### src/rtl/periph_bus_decoder.sv
// periph_bus_decoder
//   Memory-mapped decoder and strobe generator between the nanoV CPU bus and
//   up to NUM_PERIPH peripheral slots laid out at BASE_ADDR + i*2^STRIDE_LOG2
//   inside the region [BASE_ADDR, BASE_ADDR + 2^REGION_LOG2).
//
//   state      | meaning
//   -----------+---------------------------------------------------------
//   S_NONE     | last address outside the peripheral region (RAM/flash)
//   S_UNMAPPED | last address inside the region but not a valid slot
//   S_SLOT     | last address hit a slot; sel_q holds its one-hot select
//
// Ports
//   clk, rst      system clock, synchronous active-high reset
//   is_addr       address-valid strobe, addr_in sampled when high
//   is_data       write-data strobe, cpu_wdata sampled when high
//   is_data_in    read-consume strobe
//   slot_rdata    packed per-slot read data, slot i at [i*DATA_W +: DATA_W]
//   cpu_rdata     read data of the selected slot, 0 when nothing selected
//   sel           registered one-hot slot select
//   wr_stb/rd_stb one-cycle write / read-consume pulses per slot
//   wdata         registered write data
//   err_clr       clears the sticky error flag
//   unmapped_err  sticky unmapped-access flag
//   err_addr      address of the first unmapped access since the last clear
module periph_bus_decoder #(
  parameter int unsigned       NUM_PERIPH  = 8,
  parameter int unsigned       ADDR_W      = 32,
  parameter int unsigned       DATA_W      = 32,
  parameter logic [ADDR_W-1:0] BASE_ADDR   = 32'h1000_0000,
  parameter int unsigned       STRIDE_LOG2 = 2,
  parameter int unsigned       REGION_LOG2 = 8
) (
  input  logic                         clk,
  input  logic                         rst,
  input  logic                         is_addr,
  input  logic [ADDR_W-1:0]            addr_in,
  input  logic                         is_data,
  input  logic [DATA_W-1:0]            cpu_wdata,
  input  logic                         is_data_in,
  input  logic [NUM_PERIPH*DATA_W-1:0] slot_rdata,
  output logic [DATA_W-1:0]            cpu_rdata,
  output logic [NUM_PERIPH-1:0]        sel,
  output logic [NUM_PERIPH-1:0]        wr_stb,
  output logic [NUM_PERIPH-1:0]        rd_stb,
  output logic [DATA_W-1:0]            wdata,
  input  logic                         err_clr,
  output logic                         unmapped_err,
  output logic [ADDR_W-1:0]            err_addr
);

  localparam logic [1:0] S_NONE     = 2'd0;
  localparam logic [1:0] S_UNMAPPED = 2'd1;
  localparam logic [1:0] S_SLOT     = 2'd2;

  // One bit wider than the address so a region covering the whole space
  // still has a representable size.
  localparam logic [ADDR_W:0]   REGION_SIZE = {{ADDR_W{1'b0}}, 1'b1} << REGION_LOG2;
  localparam logic [ADDR_W-1:0] STRIDE_MASK =
      ({{(ADDR_W-1){1'b0}}, 1'b1} << STRIDE_LOG2) - {{(ADDR_W-1){1'b0}}, 1'b1};

  logic [1:0]            state_q, state_d;
  logic [NUM_PERIPH-1:0] sel_q, sel_d;
  logic [ADDR_W-1:0]     addr_q, addr_d;
  logic [NUM_PERIPH-1:0] wr_stb_q, wr_stb_d;
  logic [NUM_PERIPH-1:0] rd_stb_q, rd_stb_d;
  logic [DATA_W-1:0]     wdata_q, wdata_d;
  logic                  err_q, err_d;
  logic [ADDR_W-1:0]     err_addr_q, err_addr_d;

  logic [ADDR_W-1:0]     offset;
  logic [ADDR_W-1:0]     idx;
  logic                  in_region;
  logic                  aligned;
  logic                  hit;
  logic [NUM_PERIPH-1:0] onehot;
  logic                  err_event;

  // Address decode. The >= check guards against offset wrapping for
  // addresses below the base.
  assign offset    = addr_in - BASE_ADDR;
  assign idx       = offset >> STRIDE_LOG2;
  assign in_region = (addr_in >= BASE_ADDR) && ({1'b0, offset} < REGION_SIZE);
  assign aligned   = (offset & STRIDE_MASK) == '0;
  assign hit       = in_region && aligned && (idx < ADDR_W'(NUM_PERIPH));

  always_comb begin
    onehot = '0;
    for (int i = 0; i < int'(NUM_PERIPH); i++) begin
      onehot[i] = (idx == ADDR_W'(i));
    end
  end

  // Decode state and latched address. Only is_addr moves them, so strobes
  // issued in the same cycle still see the previous select.
  always_comb begin
    state_d = state_q;
    sel_d   = sel_q;
    addr_d  = addr_q;
    if (is_addr) begin
      addr_d = addr_in;
      if (hit) begin
        state_d = S_SLOT;
        sel_d   = onehot;
      end else if (in_region) begin
        state_d = S_UNMAPPED;
        sel_d   = '0;
      end else begin
        state_d = S_NONE;
        sel_d   = '0;
      end
    end
  end

  always_comb begin
    wr_stb_d = is_data    ? sel_q : '0;
    rd_stb_d = is_data_in ? sel_q : '0;
    wdata_d  = is_data    ? cpu_wdata : wdata_q;
  end

  // Sticky error. A new error in the same cycle as err_clr wins and
  // re-captures the address, since the clear would otherwise discard it.
  assign err_event = (state_q == S_UNMAPPED) && (is_data || is_data_in);

  always_comb begin
    err_d      = err_q;
    err_addr_d = err_addr_q;
    if (err_event) begin
      err_d = 1'b1;
      if (!err_q || err_clr) begin
        err_addr_d = addr_q;
      end
    end else if (err_clr) begin
      err_d = 1'b0;
    end
  end

  always_ff @(posedge clk) begin
    if (rst) begin
      state_q    <= S_NONE;
      sel_q      <= '0;
      addr_q     <= '0;
      wr_stb_q   <= '0;
      rd_stb_q   <= '0;
      wdata_q    <= '0;
      err_q      <= 1'b0;
      err_addr_q <= '0;
    end else begin
      state_q    <= state_d;
      sel_q      <= sel_d;
      addr_q     <= addr_d;
      wr_stb_q   <= wr_stb_d;
      rd_stb_q   <= rd_stb_d;
      wdata_q    <= wdata_d;
      err_q      <= err_d;
      err_addr_q <= err_addr_d;
    end
  end

  // Select is one-hot (or zero), so an AND-OR mux is sufficient.
  always_comb begin
    cpu_rdata = '0;
    for (int i = 0; i < int'(NUM_PERIPH); i++) begin
      if (sel_q[i]) begin
        cpu_rdata = cpu_rdata | slot_rdata[i*DATA_W +: DATA_W];
      end
    end
  end

  assign sel          = sel_q;
  assign wr_stb       = wr_stb_q;
  assign rd_stb       = rd_stb_q;
  assign wdata        = wdata_q;
  assign unmapped_err = err_q;
  assign err_addr     = err_addr_q;

endmodule
### config.mk
export PLATFORM = sky130hd
export DESIGN_NAME = periph_bus_decoder
export DESIGN_NICKNAME = d
export VERILOG_FILES = /design/src/rtl/periph_bus_decoder.sv
export SDC_FILE = /design/constraint.sdc
export NUM_CORES = 1
export LEC_CHECK = 0
export ABC_AREA = 1
export CORE_AREA = 5 5 172 174
export CTS_CLUSTER_DIAMETER = 80
export DETAILED_ROUTE_END_ITERATION = 8
export DIE_AREA = 0 0 177 179
export PLACE_DENSITY_LB_ADDON = 0.05
export SLEW_MARGIN = 40
export SYNTH_ARGS = -nofsm -noshare
export SYNTH_HDL_FRONTEND = slang
export SYNTH_SLANG_ARGS = --single-unit
### constraint.sdc
create_clock -name clk -period 2.6 [get_ports clk]
set_input_delay 0.52 -clock clk [delete_from_list [all_inputs] [get_ports clk]]
set_output_delay 0.52 -clock clk [all_outputs]
set_load 0.01 [all_outputs]
==> flow_summary.ini <==
[sta]
max_freq_mhz = 391
relSlewSlack = 0.509
skew_ns = 0.0113
finalCritPeriodShare = 0.984
fin_crit_ns = 2.56
slew_viol_final = 0
tns_ns = 0
hold_violations = 0
setup-violations-final = 0
max_slew.worst_pin.slew_ns = 0.732
whs_ns = 0.460

[grt]
antenna_found_initial = 11
gr-total-overflow = 0
grt_pass1_vias = 7685
grt_max_degree = 44
grt_pass1_wl_um = 51200
grt_use_total = 0.214

[die]
fp-row-count = 61
dieHeight_um = 179
die_w_um = 177
start_util = 0.215
ioPinCount = 447
core_area_um2 = 27600
dieArea_um2 = 31700

[worst_setup_path]
critPathSlowestCell = clkdlybuf4s50_1
slowest_delay_ns = 0.52
rrSetupSlack_ns = 1.01
crit_path_start_kind = input port
cpMostUsedCell = clkdlybuf4s50_1
arrival_ns = 2.04
critPathRequiredTime_ns = 2.08
r2r-end = err_addr[0]
r2r_cells = 5
endpoint = cpu_rdata[28]
cp-end-kind = output port
startpoint = slot_rdata[124]
critPathMaxFanout = 1
crit_chain = clkdlybuf4s50_1, nand2_1, nand3_1, a221oi_1, nand4_1, clkdlybuf4s50_1
r2r-start = state_q[0]
path_class = input port to output port

[status]
status = finished clean

[worst_hold_path]
min_path_type = flip-flop to flip-flop

[clock_network]
cts-root-buf = clkbuf_16
cts_num_sinks = 123
cts_buffers = 17
cts_tree = yes
clk_latency_ns = 0.42
cts-hold-fix-buffers = 0
clkTransAtPathRegs_ns = 0.06
htreeDepth = 4
post-cts-setup-buffers = 0
cts_buffer_depth = 2

[place]
dp_hpwl_um = 28600
dp.cells = 1666
numPortBuffers = 446
routabilityCongestion = 0.920

[logic_synthesis]
netlist_area_um2 = 5950
avgSynthCellArea_um2 = 6.79
ys_seq_area_frac = 0.414
synthCells = 876
synth_compound_area_frac = 0.199
ys_warn_count = 0
synth_top_family_by_area = simple AND/OR/NAND/NOR gates
syn_nets = 1202
synth.distinct_cells = 19
synthAdderAreaFrac = 0
synthMuxAreaShare = 0
synth_xor_xnor_area_share = 0
ys_seq_elements = 123
synthSimpleGateAreaFrac = 0.316

[drt]
drtAntennaViolNets = 0
via_per_inst = 4.52
dr_total_vias = 7722
drt_iter0_drc = 494
routed_wl_um = 36800
dr.pass1.iters = 7
drc_errors = 0
detail_route.wl_per_cell_um = 21.5

[final_layout]
drive_gt1_frac = 0.0582
fillers = 2902
layout-area-overhead-vs-synth_pct = 95.7
mostFrequentLayoutCells = 424 x clkdlybuf4s50_1, 253 x nand2_1, 140 x nor2_1
fin_cells = 1707
layout_commonest_cell = clkdlybuf4s50_1
nets = 1635
utilization = 0.421

[power_and_ir_drop]
power_density_nw_per_um2 = 444
irDropWorstVdd_mv = 0.465
p_leak_nw = 4.79

[flow_run]
cap_violations = 0
through the flow:
| step | area [µm²] | setup slack, ns | power [mW] |
|---|---|---|---|
| 2_1_floorplan | 5950 | 0.892 | 2.17 |
| 3_3_place_gp | 10900 | -0.241 | 2.81 |
| 3_5_place_dp | 10900 | -0.231 | 2.81 |
| 4_1_cts | 11500 | 0.00666 | 5.23 |
| 5_1_grt | 11600 | -0.0150 | 5.39 |
| 6_report | 11600 | 0.0421 | 5.17 |
power by group:
group	leakage, nW	internal, mW	switching [mW]	total, mW
combinational	3.50	0.531	0.256	0.787
clock	0.286	1.44	0.960	2.40
sequential	1.01	1.95	0.0322	1.98
sequential cells by signal (all words and copies together) (netlist names):
signal	cells
addr_q	32
err_addr	32
rd_stb	8
sel	8
state_q	2
unmapped_err	1
wdata	32
wr_stb	8
what timing repair did:
action,4_1_cts,5_1_grt
cloned,0,2
setup endpoints to repair,5,23
gates resized for setup,7,27
pin swaps,0,0
kinds of logic after synthesis:
| group | after synthesis |
|---|---|
| AOI/OAI and AO/OA | 188 |
| buffers and inverters | 99 |
| DFF | 123 |
| and+or+nand+nor | 466 |
critical path, delay by kind of cell:
family	cells	cell delay (ns)
AOI/OAI and AO/OA	1	0.21
buffers and inverters	2	0.94
and+or+nand+nor	3	0.36
cell type report:
cell class / instances / area, µm² / share of cell area
antenna: 7 / 17.5 / 0.00150
clock buffer: 19 / 433 / 0.0372
clock inverter: 13 / 158 / 0.0135
inverter: 33 / 124 / 0.0106
multi-input combinational: 654 / 3110 / 0.267
sequential: 123 / 2470 / 0.212
tap: 378 / 473 / 0.0406
timing repair buffer: 480 / 4860 / 0.417
how the worst min path moves through the flow:
stage	startpoint	to	slack, ns	cells past startpoint
after CTS	err_addr[12]	err_addr[12]	0.47	2
after global placement	err_addr[6]	err_addr[6]	0.45	2
after detailed placement	err_addr[15]	err_addr[15]	0.46	2
after global routing	err_addr[2]	err_addr[2]	0.47	2
after floorplan	state_q[0]	state_q[0]	0.45	2
final	err_addr[15]	err_addr[15]	0.46	2
per-layer routing:
metal / wire [µm] / GRT usage / up-vias
met2: 17500 / 0.345 / 316
li1: - / - / 3818
met3: 3200 / 0.0812 / 47
met5: 34 / 0 / -
met4: 884 / 0.0635 / 6
met1: 15100 / 0.267 / 3535
synth_stat cells (all sizes together):
cell    instances  area share
buf            13       0.017
nor2          142       0.091
o211a           1      0.0017
o21ai          64       0.054
a21oi          60       0.050
clkbuf         53       0.033
nand3          58       0.049
a22o           10       0.015
nand4          11       0.012
dfxtp         123        0.41
nand2         254        0.16
inv            33       0.021
a221oi         53       0.078
nor3            1      0.0027
No activity file was read; power rests on OpenSTA's default activity.
